===== src/rtl/ps2_pkg.sv =====
// Shared types and constants for the PS/2 host receiver.
package ps2_pkg;

    typedef enum logic [1:0] {
        IDLE,
        DATA,
        PARITY,
        STOP
    } ps2_state_e;

    localparam int unsigned FRAME_DATA_BITS = 8;
    localparam int unsigned BIT_CNT_W       = $clog2(FRAME_DATA_BITS);
    localparam logic        START_BIT       = 1'b0;
    localparam logic        STOP_BIT        = 1'b1;

    // Odd parity: data bits plus parity bit must hold an odd number of ones.
    function automatic logic odd_parity_ok(input logic [FRAME_DATA_BITS-1:0] data,
                                           input logic                       par);
        return ^{data, par};
    endfunction

endpackage


===== src/rtl/ps2_sync_edge.sv =====
// Line synchroniser and falling-edge strobe for the PS/2 clock/data pair.
// Optional glitch filter on the line clock when PS2_RX_FILTER_EN is defined.
module ps2_sync_edge #(
    parameter int unsigned FILTER_LEN = 8
) (
    input  logic clk_i,
    input  logic rst_i,
    input  logic ps2_clk_i,
    input  logic ps2_dat_i,
    output logic edge_o,
    output logic dat_o
);

    logic [1:0] clk_sync_q;
    logic [1:0] dat_sync_q;
    logic       level;
    logic       level_prev_q;
    logic       edge_q;
    logic       dat_q;

`ifdef PS2_RX_FILTER_EN
    localparam int unsigned CW = $clog2(FILTER_LEN + 1);

    logic [CW-1:0] flt_cnt_q, flt_cnt_d;
    logic          flt_q, flt_d;

    // Level follows the synced clock only after FILTER_LEN consecutive differing samples.
    always_comb begin
        flt_d     = flt_q;
        flt_cnt_d = '0;
        if (clk_sync_q[1] != flt_q) begin
            if (flt_cnt_q == CW'(FILTER_LEN - 1)) begin
                flt_d = clk_sync_q[1];
            end else begin
                flt_cnt_d = flt_cnt_q + 1'b1;
            end
        end
    end

    always_ff @(posedge clk_i or posedge rst_i) begin
        if (rst_i) begin
            flt_q     <= 1'b1;
            flt_cnt_q <= '0;
        end else begin
            flt_q     <= flt_d;
            flt_cnt_q <= flt_cnt_d;
        end
    end

    assign level = flt_q;
`else
    logic unused_filter_len;
    assign unused_filter_len = (FILTER_LEN == 0);
    assign level             = clk_sync_q[1];
`endif

    always_ff @(posedge clk_i or posedge rst_i) begin
        if (rst_i) begin
            clk_sync_q   <= '1;
            dat_sync_q   <= '1;
            level_prev_q <= 1'b1;
            edge_q       <= 1'b0;
            dat_q        <= 1'b1;
        end else begin
            clk_sync_q   <= {clk_sync_q[0], ps2_clk_i};
            dat_sync_q   <= {dat_sync_q[0], ps2_dat_i};
            level_prev_q <= level;
            edge_q       <= level_prev_q & ~level;
            dat_q        <= dat_sync_q[1];
        end
    end

    assign edge_o = edge_q;
    assign dat_o  = dat_q;

endmodule


===== src/rtl/ps2_rx.sv =====
// PS/2 host-side receiver: deframes start/8 data/odd parity/stop into a
// valid/ready byte port with one-cycle error pulses. Option: PS2_RX_FILTER_EN.
module ps2_rx
    import ps2_pkg::*;
#(
    parameter int unsigned TIMEOUT_CYCLES = 100000,
    parameter int unsigned FILTER_LEN     = 8
) (
    input  logic       clk,
    input  logic       rst,
    input  logic       ps2_clk,
    input  logic       ps2_dat,
    output logic [7:0] rx_data,
    output logic       rx_valid,
    input  logic       rx_ready,
    output logic       err_parity,
    output logic       err_frame,
    output logic       err_timeout,
    output logic       overrun
);

    localparam int unsigned          TW       = $clog2(TIMEOUT_CYCLES + 1);
    localparam logic [TW-1:0]        TMO_MAX  = TW'(TIMEOUT_CYCLES);
    localparam logic [BIT_CNT_W-1:0] LAST_BIT = BIT_CNT_W'(FRAME_DATA_BITS - 1);

    // Reset asserts immediately but releases on a clock edge.
    logic rst_meta_q, rst_int_q;

    always_ff @(posedge clk or posedge rst) begin
        if (rst) begin
            rst_meta_q <= 1'b1;
            rst_int_q  <= 1'b1;
        end else begin
            rst_meta_q <= 1'b0;
            rst_int_q  <= rst_meta_q;
        end
    end

    logic line_edge;
    logic line_dat;

    ps2_sync_edge #(
        .FILTER_LEN(FILTER_LEN)
    ) u_sync_edge (
        .clk_i    (clk),
        .rst_i    (rst_int_q),
        .ps2_clk_i(ps2_clk),
        .ps2_dat_i(ps2_dat),
        .edge_o   (line_edge),
        .dat_o    (line_dat)
    );

    ps2_state_e                 state_q, state_d;
    logic [BIT_CNT_W-1:0]       bit_cnt_q, bit_cnt_d;
    logic [FRAME_DATA_BITS-1:0] shift_q, shift_d;
    logic                       par_q, par_d;
    logic [TW-1:0]              tmo_q, tmo_d;
    logic [7:0]                 data_q, data_d;
    logic                       valid_q, valid_d;
    logic                       perr_q, perr_d;
    logic                       ferr_q, ferr_d;
    logic                       terr_q, terr_d;
    logic                       ovr_q, ovr_d;
    logic                       good;

    always_comb begin
        state_d   = state_q;
        bit_cnt_d = bit_cnt_q;
        shift_d   = shift_q;
        par_d     = par_q;
        tmo_d     = tmo_q;
        data_d    = data_q;
        valid_d   = valid_q;
        perr_d    = 1'b0;
        ferr_d    = 1'b0;
        terr_d    = 1'b0;
        ovr_d     = 1'b0;
        good      = 1'b0;

        if (valid_q && rx_ready) begin
            valid_d = 1'b0;
        end

        if (state_q == IDLE || line_edge) begin
            tmo_d = '0;
        end else if (tmo_q != TMO_MAX) begin
            tmo_d = tmo_q + 1'b1;
        end

        case (state_q)
            IDLE: begin
                if (line_edge && line_dat == START_BIT) begin
                    state_d   = DATA;
                    bit_cnt_d = '0;
                end
            end
            DATA: begin
                if (line_edge) begin
                    shift_d = {line_dat, shift_q[FRAME_DATA_BITS-1:1]};
                    if (bit_cnt_q == LAST_BIT) begin
                        state_d = PARITY;
                    end else begin
                        bit_cnt_d = bit_cnt_q + 1'b1;
                    end
                end
            end
            PARITY: begin
                if (line_edge) begin
                    par_d   = line_dat;
                    state_d = STOP;
                end
            end
            STOP: begin
                if (line_edge) begin
                    state_d = IDLE;
                    if (line_dat != STOP_BIT) begin
                        ferr_d = 1'b1;
                    end else if (!odd_parity_ok(shift_q, par_q)) begin
                        perr_d = 1'b1;
                    end else begin
                        good = 1'b1;
                    end
                end
            end
            default: state_d = IDLE;
        endcase

        // Abort the partial frame once the gap since the last edge reaches the limit.
        if (state_q != IDLE && !line_edge && tmo_d == TMO_MAX) begin
            state_d = IDLE;
            terr_d  = 1'b1;
            tmo_d   = '0;
        end

        if (good) begin
            if (!valid_q || rx_ready) begin
                data_d  = shift_q;
                valid_d = 1'b1;
            end else begin
                ovr_d = 1'b1;
            end
        end
    end

    always_ff @(posedge clk or posedge rst_int_q) begin
        if (rst_int_q) begin
            state_q   <= IDLE;
            bit_cnt_q <= '0;
            shift_q   <= '0;
            par_q     <= 1'b0;
            tmo_q     <= '0;
            data_q    <= '0;
            valid_q   <= 1'b0;
            perr_q    <= 1'b0;
            ferr_q    <= 1'b0;
            terr_q    <= 1'b0;
            ovr_q     <= 1'b0;
        end else begin
            state_q   <= state_d;
            bit_cnt_q <= bit_cnt_d;
            shift_q   <= shift_d;
            par_q     <= par_d;
            tmo_q     <= tmo_d;
            data_q    <= data_d;
            valid_q   <= valid_d;
            perr_q    <= perr_d;
            ferr_q    <= ferr_d;
            terr_q    <= terr_d;
            ovr_q     <= ovr_d;
        end
    end

    assign rx_data     = data_q;
    assign rx_valid    = valid_q;
    assign err_parity  = perr_q;
    assign err_frame   = ferr_q;
    assign err_timeout = terr_q;
    assign overrun     = ovr_q;

endmodule


===== config.mk =====
export PLATFORM = sky130hd
export DESIGN_NAME = ps2_rx
export DESIGN_NICKNAME = d
export VERILOG_FILES = /design/src/rtl/ps2_pkg.sv /design/src/rtl/ps2_sync_edge.sv /design/src/rtl/ps2_rx.sv
export SDC_FILE = /design/constraint.sdc
export NUM_CORES = 1
export LEC_CHECK = 0
export ABC_CLOCK_PERIOD_IN_PS = 1500
export BUFFER_PORTS_ARGS = -buffer_cell sky130_fd_sc_hd__buf_2
export CORE_MARGIN = 2
export CORE_UTILIZATION = 56
export CTS_BUF_LIST = sky130_fd_sc_hd__clkbuf_4
export DETAILED_ROUTE_END_ITERATION = 10
export GPL_ROUTABILITY_DRIVEN = 1
export PLACE_DENSITY = 0.78
export SKIP_CTS_REPAIR_TIMING = 1
export SYNTH_ARGS = -nofsm -noshare
export SYNTH_HDL_FRONTEND = slang
export SYNTH_HIERARCHICAL = 1
export SYNTH_SLANG_ARGS = --single-unit

===== constraint.sdc =====
create_clock -name clk -period 1.5 [get_ports clk]
set_input_delay 0.3 -clock clk [delete_from_list [all_inputs] [get_ports clk]]
set_output_delay 0.3 -clock clk [all_outputs]
set_load 0.1 [all_outputs]

* After elaboration in Yosys (flattened, before gate mapping)
Cells that the tools add are included.
** Storage, ports and cells
- Bits of input ports :: 5
- Register bits :: 53
** Operators by class
- Bitwise logic cells :: 3
- Reductions and logical operators :: 17
- Add/subtract/negate cells :: 2
- Mux-type cells :: 31
- Equal/unequal tests :: 14
** Operators with widths (count)
- $mux 17 :: 3
- $add 17x1->17 const B :: 1
- $eq 17x17->1 const B :: 1
- $mux 1 :: 17
- $ne 17x17->1 const B :: 1
- $mux 2 :: 6
- $mux 3 :: 3
- $ne 3x2->1 const B :: 3
- $reduce_xor 9->1 :: 1
- $pmux 2 s4 :: 1
- $pmux 3 s2 :: 1
- $reduce_and 2->1 :: 3
- $reduce_and 5->1 :: 1
- $eq 2x2->1 const B :: 2
- $logic_and 1x1->1 :: 4
- $ne 2x1->1 const B :: 2
- $reduce_and 4->1 :: 1
- $reduce_bool 2->1 :: 2
- $add 3x1->3 const B :: 1
- $eq 3x3->1 const B :: 1
- $ne 3x1->1 const B :: 1
- $ne 3x3->1 const B :: 1
- $eq 2x1->1 const B :: 1
- $logic_not 1->1 :: 2
- 5 further kinds :: 7

* Depth between registers and ports, before layout
Gate-level depths: netlist (run 1).
- Depth after elaboration :: 7
- Gate-level depth with buffers :: 8
- Depth with buffers taken out :: 8

* Modules after synthesis
Netlist (run 1), hierarchy kept.
** By module, submodules not included
- ps2_rx :: area an instance 2417.3 um^2, times used 1, cells an instance 234
- ps2_sync_edge :: area an instance 200.2 um^2, times used 1, cells an instance 9

* Least setup slack after synthesis (run 1)
No wires, ideal clock.
- Kind :: register to register
- From :: reg tmo_q[0]
- To :: reg tmo_q[10]
- Setup time :: 0.138 ns
- Clock period less this slack :: 2.305 ns
- Required time :: 1.362 ns
- Path buffers :: 0
- Path slack :: -0.805 ns
- Data arrival time :: 2.167 ns
- Cell stages (with the launch flop) :: 9
- Path through :: dfrtp_1 > inv_1 > ha_1 > and4bb_1 > nand4_1 > a2111o_1 > a211o_1 > nor4_4 > nor3_1
** Between the ends
- Longest elaborated chain between the ends :: 6
** RTL lines
- from (decl) :: RTL line ps2_rx.sv:57 : logic [TW-1:0] tmo_q, tmo_d;
- from (signal assigned) :: RTL line ps2_rx.sv:163 : tmo_q <= tmo_d;
- $add 17x1->17 / $ne 17x17->1 (equally long branches) :: RTL line ps2_rx.sv:87, ps2_rx.sv:86
- $mux 17 * :: RTL line ps2_rx.sv:86 : end else if (tmo_q != TMO_MAX) begin
- $mux 17 * :: RTL line ps2_rx.sv:84 : if (state_q == IDLE || line_edge) begin
- $eq 17x17->1 :: RTL line ps2_rx.sv:129 : if (state_q != IDLE && !line_edge && tmo_d == TMO_MAX) begin
- $logic_and 1x1->1 :: RTL line ps2_rx.sv:129
- $mux 17 * :: RTL line ps2_rx.sv:129
- via tmo_d[10] :: RTL line ps2_rx.sv:57
Mark *: on every way through the listed nets, which the timed path passes. The rest lies on a longest branch.
A chain may end at the register's enable or synchronous reset.

* Worst setup path after layout (run 1)
- From :: reg tmo_q[8]
- To :: reg tmo_q[9]
The elaborated chain is that of the path after synthesis.

==> results.toml, run 1 <==
[logic_synthesis]
synth.distinct_cells = 48
syn_inst = 243
seq_area_frac_synth_pct = 51.1
async_flop_share_pct = 100
synthFlopType = "dfrtp_1"
synth_edf_count = 0
syn_avg_cell_area_um2 = 10.8
syn-cell-area_um2 = 2620
yosysWarnings = 6
mappedNetlistNets = 256
synth_seq_cells = 53

[route]
drtIter0Drc = 199
drt_first_pass_iters = 5
ant_nets = 0
vias_per_cell = 5.95
wirelength_mm = 7.20
post_drt_wl_per_cell_um = 18.4
vias = 2334
drc = 0

[place]
gp_congestion = 0.941
io_buffer_count = 17
dp_hpwl_mm = 4.29
place_area_um2 = 3360

[layout]
drive_above_1_share_pct = 51.2
n_antenna_cell = 0
area_growth_pct = 42.6
num-nets-final = 352
fin_area_um2 = 3730

[run]
maxCapViolations = 0

[power]
powerDensity_nw_per_um2 = 1550
power_mw = 5.78
ir_drop_mv = 1.29
p_leak_nw = 1.77

[floorplan]
start_util_pct = 59.3
rows = 24
io_pins = 18
die_area_um2 = 5240
die_w_um = 72.4
core_um2 = 4410
die_h_um = 72.4

[timing]
timing.final.max_slew_violations = 0
fin_ws_ns = -0.805
rsz0062_at_grt = "yes"
clock_skew_ns = 0.0253
setup_tns_ns = -12.67
clock.fmax_ghz = 0.434
setup_viol = 30
whs_ns = 0.188
period_minus_slack_ns = 2.30
hold_violations = 0
fin_crit_sh_pct = 154

[cts]
insertion_delay_ns = 0.39
clk_pin_slew_worst_paths_ns = 0.17
clock_sinks = 53
cts_tree = "built"
root_buffer = "clkbuf_4"
cts_buffers = 5
clk_path_buf_depth = 2
htree_levels = 2

[grt]
grt_pass1_vias = 2057
antenna_found_initial = 0
grt_usage_pct = 24.0
grt_max_degree = 45
grt_pass1_wl_mm = 9.69
grt_remaining_overflow = 0

[critical_path]
crit_fanout = 8
critPathMaxStageDelay_ns = 0.50
crit_path_end_kind = "flip-flop"
path_cells = "nand2_1, buf_4, nor3_1, o21ai_0, a32oi_1, buf_4, nor4_4, buf_6, nor3_1"
cp.arrival_ns = 2.58
cpMaxStageDelayCell = "dfrtp_1"
crit_family = "simple AND/OR/NAND/NOR gates"
worstPathRequired_ns = 1.78
critPathKind = "reg -> reg"
path_buf_inv = 3
startpoint_type = "flip-flop"

[status]
violations = "negative setup slack"
outcome = "finished with violations"

[hold_path]
hold_class = "reg -> async"
==> worst paths after layout <==
path	depth (start not counted)	endpoint	slack, ns	startpoint
max	9	tmo_q[9]	-0.80	tmo_q[8]
min	1	u_sync_edge/edge_o	0.19	rst_int_q
max reg2reg	9	tmo_q[9]	-0.80	tmo_q[8]
min reg2reg	1	u_sync_edge/edge_o	0.19	rst_int_q
max in group asynchronous	2	tmo_q[6]	0.99	rst_int_q
min in group clk	3	overrun	0.33	rx_ready
==> sequential cells by signal, indices dropped and copies added, names as in the netlist, 2 cells and up <==
register	cells
u_sync_edge/dat_sync_q	2
rx_data	8
u_sync_edge/clk_sync_q	2
bit_cnt_q	3
state_q	2
shift_q	8
tmo_q	17
==> per-stage QoR <==
stage | std cells | setup slack [ns] | util, %
floorplan | 243 | -0.499 | -
global placement | 373 | -0.585 | 76.1
detailed placement | 373 | -0.626 | 76.1
CTS | 381 | -0.660 | 77.4
global route | 392 | -0.777 | 84.6
finish | 392 | -0.805 | 84.6
==> power breakdown <==
part           internal, mW  switching, mW
registers              1.71          0.242
clock network         0.222          0.456
logic                  1.56           1.59
==> cell type report <==
class | count | area (µm²)
Multi-Input combinational cell | 170 | 1450
Sequential cell | 53 | 1340
Timing Repair Buffer | 99 | 779
Fill cell | 203 | 682
Tap cell | 52 | 65.1
Clock buffer | 7 | 52.6
Inverter | 10 | 37.5
Clock inverter | 1 | 7.51
==> synth_stat cells (all sizes together) (5+ instances only) <==
master	n	area (µm²)
nand2	18	67.6
nor2b	5	38.8
mux2	17	191
dfstp	8	210
nand3	7	40.0
o21ai	9	45.0
inv	10	37.5
dfrtp	45	1130
a21oi	8	40.0
ha	8	100
nand4	9	56.3
clkbuf	8	30.0
nor3	9	45.0
xor2	8	70.1
xnor2	11	96.3
nor2	23	86.3
==> kinds of logic (layout without fill, tap and decap cells) <==
kind of cell             after synthesis  count (layout)  share of synthesized area [%]
AND/OR/NAND/NOR                       89              89                           18.7
adder cells (fa/ha/maj)                8               8                           3.82
AO/OA/AOI/OAI                         35              35                           8.80
multiplexers                          17              17                           7.31
flip-flops                            53              53                           51.1
other                                  1               1                          0.143
buffers and inverters                 20             117                           2.96
XOR/XNOR                              20              20                           7.22
==> routing by layer <==
layer	vias up	share of wire (%)	GRT usage [%]	wire length, µm
li1	1037	-	-	-
met1	1144	40	33.0	2900
met2	124	50	39.3	3570
met3	29	6.9	4.58	497
met4	0	3.2	6.29	227
met5	-	0	0	0
==> layout by cell type (no fill, tap or decap), drive strengths merged, types with 5 or more instances in the layout <==
cell type,Yosys,routed
a21oi,8,8
buf,2,85
clkbuf,8,18
dfrtp,45,45
dfstp,8,8
ha,8,8
inv,10,9
mux2,17,17
nand2,18,18
nand3,7,7
nand4,9,9
nor2,23,23
nor2b,5,5
nor3,9,9
o21ai,9,9
xnor2,11,11
xor2,8,8
Note: power is estimated with default switching activity, not from simulation.
==> run 2, diff against run 1 <==
==> config.mk (replaced) <==
export PLATFORM = sky130hd
export DESIGN_NAME = ps2_rx
export DESIGN_NICKNAME = d
export VERILOG_FILES = /design/src/rtl/ps2_pkg.sv /design/src/rtl/ps2_sync_edge.sv /design/src/rtl/ps2_rx.sv
export SDC_FILE = /design/constraint.sdc
export NUM_CORES = 1
export LEC_CHECK = 0
export ABC_CLOCK_PERIOD_IN_PS = 3000
export BUFFER_PORTS_ARGS = -buffer_cell sky130_fd_sc_hd__buf_2
export CORE_MARGIN = 2
export CORE_UTILIZATION = 58
export CTS_BUF_LIST = sky130_fd_sc_hd__clkbuf_4
export DETAILED_ROUTE_END_ITERATION = 10
export GPL_ROUTABILITY_DRIVEN = 1
export PLACE_DENSITY = 0.86
export SKIP_CTS_REPAIR_TIMING = 1
export SYNTH_ARGS = -nofsm -noshare
export SYNTH_HDL_FRONTEND = slang
export SYNTH_SLANG_ARGS = --single-unit
==> constraint.sdc (replaced) <==
create_clock -name clk -period 3 [get_ports clk]
set_input_delay 0.6 -clock clk [delete_from_list [all_inputs] [get_ports clk]]
set_output_delay 0.6 -clock clk [all_outputs]
set_load 0.1 [all_outputs]
==> results.toml, run 2 <==
[status]
outcome = "finished clean"

[grt]
grt_pass1_wl_mm = 7.94
grt_max_degree = 52
antenna_found_initial = 0
grt_usage_pct = 20.3
grt_pass1_vias = 1723
grt_remaining_overflow = 0

[floorplan]
io_pins = 18
die_area_um2 = 5000
die_h_um = 70.7
die_w_um = 70.7
start_util_pct = 59.6
core_um2 = 4320
rows = 24

[layout]
largest_reg_flops = 17
area_growth_pct = 7.04
drive_above_1_share_pct = 23.8
final_util_pct = 63.8
final_cell_mix = "45 x dfrtp_1, 21 x mux2_2, 17 x buf_2"
instances_no_fill = 300
num-nets-final = 260
top_register = "tmo_q"
n_antenna_cell = 0
layout_commonest_cell = "dfrtp_1"

[timing]
hold_violations = 0
rsz0062_at_grt = "no"
clock_skew_ns = 0.0159
fin_crit_sh_pct = 89.8
period_minus_slack_ns = 2.69
timing.final.max_slew_violations = 0
slew_headroom_pct = 32.5
worst_pin_slew_ns = 1.01
clock.fmax_ghz = 0.371
setup_tns_ns = 0
setup_viol = 0

[cts]
root_buffer = "clkbuf_4"
clk_path_buf_depth = 2
clock_sinks = 53
clk_pin_slew_worst_paths_ns = 0.15
insertion_delay_ns = 0.37
htree_levels = 2
cts_tree = "built"
cts_buffers = 5

[route]
drtIter0Drc = 196
drc = 0
vias_per_cell = 5.94
post_drt_wl_per_cell_um = 15.3
wirelength_mm = 4.60
drt_first_pass_iters = 4
ant_nets = 0
vias = 1782

[logic_synthesis]
synth.top_cells.by_count = "45 x dfrtp_1, 21 x mux2_2, 13 x inv_1, 13 x nand2_1, 13 x nor2_1"
syn-cell-area_um2 = 2580
synthFlopType = "dfrtp_1"
yosys.area.top_type = "dfrtp_1"
synth.distinct_cells = 44
yosysTopAreaCellShare_pct = 43.7
async_flop_share_pct = 100
seq_area_frac_synth_pct = 51.8
yosysWarnings = 0
synth_edf_count = 0
syn_avg_cell_area_um2 = 11.2
synth_seq_cells = 53
syn_inst = 230
synth_area_leaders = "dfrtp_1 44%, mux2_2 9.2%, dfstp_2 8.2%"
mappedNetlistNets = 243
yosysMostFrequentCell = "dfrtp_1"

[critical_path]
r2r_cells = 7
crit_path_end_kind = "flip-flop"
critPathKind = "reg -> reg"
r2r_end = "tmo_q[15]"
cp.arrival_ns = 2.94
startpoint_type = "flip-flop"
crit_fanout = 7
worstPathRequired_ns = 3.24
r2r_start = "tmo_q[1]"
rrSetupSlack_ns = 0.31

[power]
ir_drop_mv = 0.514
p_leak_nw = 1.26
powerDensity_nw_per_um2 = 802

[place]
gp_congestion = 0.952
dp_hpwl_mm = 3.34
dp_cells = 292
io_buffer_count = 17

[run]
maxCapViolations = 0

[hold_path]
hold_class = "in -> async"
-- run 2: cell types whose count changed after synthesis, moves of 3 or more --
cell,before,now
mux2_2,9,21
a22o_1,3,0
a21oi_1,8,5
or3_1,0,5
clkbuf_1,8,5
nand2_1,18,13
xor2_1,8,2
mux2_1,8,0
and4_1,1,4
inv_1,10,13
nor2_1,23,13
o21ai_0,8,11
mux2i_1,0,4
-- run 2: cells by family after synthesis --
kind of cell	after synthesis	synth area share (%)
and+or+nand+nor	84	19.0
DFF	53	51.8
AOI/OAI and AO/OA	27	6.79
muxes	25	10.7
buffers and inverters	20	3.01
xor gates and xnor gates	12	4.61
adders and majority gates	8	3.88
other	1	0.145
-- run 2: final cells by class --
cell class	count	area (µm²)
fillers	335	1560
flip-flops and latches	53	1340
multi-input cells	157	1160
repair buffers	17	85.1
well taps	52	65.1
inverters	13	48.8
clock buffers	5	37.5
clock inverters	3	22.5
-- run 2: critical path, stage by stage, from the launching register on --
cell      delay, ns
dfrtp_1        0.48
ha_1           0.25
nand4_1        0.28
nor4_1         0.42
mux2i_1        0.16
a2111o_1       0.36
nor4_4         0.49
nor2b_1        0.11
-- run 2: worst max path at each step --
stage                     startpoint  depth (start not counted)  slack [ns]         end
after global placement      tmo_q[1]                          7        0.42    tmo_q[5]
after CTS                   tmo_q[1]                          7        0.35   tmo_q[15]
after global routing        tmo_q[1]                          7        0.17  state_q[1]
final                       tmo_q[1]                          7        0.31   tmo_q[15]
after detailed placement    tmo_q[1]                          7        0.40   tmo_q[15]
after floorplan             tmo_q[2]                          7        0.81    tmo_q[5]
-- run 2: metrics by stage --
step | total power [mW] | setup slack (ns) | hold slack [ns] | area, µm²
finish | 2.21 | 0.307 | 0.222 | 2760
global route | 2.36 | 0.170 | 0.205 | 2760
CTS | 2.24 | 0.352 | 0.205 | 2760
detailed placement | 1.92 | 0.396 | 0.350 | 2700
global placement | 1.88 | 0.420 | 0.346 | 2700
floorplan | 1.75 | 0.810 | 0.345 | 2580
-- run 2: where the power goes --
part / switching (mW) / internal, mW
combinational: 0.562 / 0.353
clock: 0.222 / 0.0934
sequential: 0.133 / 0.852
total: 0.917 / 1.30
-- run 2: layer usage --
layer	share of wire, %	GRT usage [%]	vias to the layer above	wire [µm]
met5	0	0	-	0
met4	1.8	8.81	0	85
met3	6.9	3.99	11	317
met1	43	27.3	834	1990
li1	-	-	860	-
met2	48	32.3	77	2200
==> run 3, diff against run 2 <==
--- a/config.mk
+++ b/config.mk
@@ -16,4 +16,5 @@
 export SKIP_CTS_REPAIR_TIMING = 1
 export SYNTH_ARGS = -nofsm -noshare
 export SYNTH_HDL_FRONTEND = slang
+export SYNTH_HIERARCHICAL = 1
 export SYNTH_SLANG_ARGS = --single-unit
==> results.toml, run 3 (synthesis gave the netlist of run 1 again) <==
[grt]
grt_max_degree = 24
grt_remaining_overflow = 0
antenna_found_initial = 0
grt_pass1_vias = 1762
grt_pass1_wl_mm = 8.20
grt_usage_pct = 20.5

[floorplan]
core_um2 = 4350
start_util_pct = 60.1
io_pins = 18
die_area_um2 = 5070
rows = 24
die_h_um = 71.2
die_w_um = 71.2

[layout]
num-nets-final = 271
area_growth_pct = 7.84
top_register = "tmo_q"
drive_above_1_share_pct = 18.9
n_antenna_cell = 0
fill_cells = 331
final_cell_mix = "45 x dfrtp_1, 23 x nor2_1, 18 x nand2_1"
layout_commonest_cell = "dfrtp_1"
largest_reg_flops = 17
final_util_pct = 64.8

[power]
powerDensity_nw_per_um2 = 814
ir_drop_mv = 0.624
p_leak_nw = 1.32

[route]
ant_nets = 0
drt_first_pass_iters = 6
vias_per_cell = 5.88
drtIter0Drc = 252
wirelength_mm = 4.58
vias = 1830
drc = 0
post_drt_wl_per_cell_um = 14.7

[timing]
hold_violations = 0
setup_tns_ns = 0
timing.final.max_slew_violations = 0
rsz0062_at_grt = "no"
clock.fmax_ghz = 0.386
fin_crit_sh_pct = 86.3
slew_headroom_pct = 48.9
setup_viol = 0
clock_skew_ns = 0.0213
period_minus_slack_ns = 2.59
worst_pin_slew_ns = 0.762

[cts]
cts_buffers = 5
clk_pin_slew_worst_paths_ns = 0.16
root_buffer = "clkbuf_4"
clock_sinks = 53
clk_path_buf_depth = 2
htree_levels = 2
cts_tree = "built"
insertion_delay_ns = 0.38

[critical_path]
worstPathRequired_ns = 3.26
crit_path_end_kind = "flip-flop"
cp.arrival_ns = 2.85
critPathKind = "reg -> reg"
crit_fanout = 8
startpoint_type = "flip-flop"

[hold_path]
hold_class = "reg -> async"

[place]
io_buffer_count = 17
dp_hpwl_mm = 3.29
gp_congestion = 0.935

[status]
outcome = "finished clean"

[run]
maxCapViolations = 0
## run 3: cell types whose count changed in the layout (fill, tap and decap cells not counted), moves of 3 or more
cell / previous run / this run
nand2_1: 13 / 18
or3_1: 5 / 0
inv_1: 12 / 9
nor2_1: 13 / 23
mux2_1: 0 / 8
and4_1: 4 / 1
a22o_1: 0 / 3
mux2_2: 21 / 9
a21oi_1: 5 / 8
xor2_1: 2 / 8
mux2i_1: 4 / 0
o21ai_0: 11 / 8
## run 3: critical path: stages, from the launching register on
cell	delay [ns]
dfrtp_1	0.49
ha_1	0.29
nand3_1	0.21
or4_4	0.57
nor3_1	0.16
o21ai_1	0.13
nor4_4	0.52
nor3_1	0.11
## run 3: metrics by stage
stage	cell area (µm²)	power, mW	hold WS [ns]	worst slack [ns]	cells
final	2820	2.30	0.171	0.411	311
after global placement	2740	1.85	0.177	0.542	303
after CTS	2820	2.31	0.189	0.442	311
after detailed placement	2740	1.89	0.191	0.473	303
after global routing	2820	2.44	0.196	0.261	311
after floorplan	2620	1.73	0.151	0.695	243
## run 3: area by class of cell
cell class | instances | area (µm²) | area share (%)
Inverter | 10 | 37.5 | 1.33
Timing Repair Buffer | 18 | 92.6 | 3.28
Clock inverter | 3 | 50.0 | 1.77
Clock buffer | 5 | 37.5 | 1.33
Sequential cell | 53 | 1340 | 47.3
Tap cell | 52 | 65.1 | 2.30
Multi-Input combinational cell | 170 | 1200 | 42.6
## run 3: power by group
group | leakage (nW) | internal (mW) | switching (mW)
logic | 0.582 | 0.341 | 0.560
clock network | 0.0473 | 0.183 | 0.235
registers | 0.691 | 0.850 | 0.130
## run 3: worst paths after layout
kind	start	end	slack, ns	depth (start not counted)
worst max register to register	tmo_q[1]	tmo_q[9]	0.41	7
max in group asynchronous	rst_int_q	tmo_q[3]	2.00	2
worst min register to register	rst_int_q	u_sync_edge/edge_o	0.17	1
min in group clk	ps2_dat	u_sync_edge/dat_sync_q[0]	0.30	1
worst max-delay path	tmo_q[1]	tmo_q[9]	0.41	7
worst min-delay path	rst_int_q	u_sync_edge/edge_o	0.17	1
## run 3: metal layers
layer	part of all wire, %	routed length, µm	GRT usage [%]	vias to the layer above
met5	0	0	0	-
met4	2.5	115	8.18	0
met3	5.1	233	5.41	15
met2	45	2080	30.1	61
met1	47	2150	29.2	874
li1	-	-	-	880
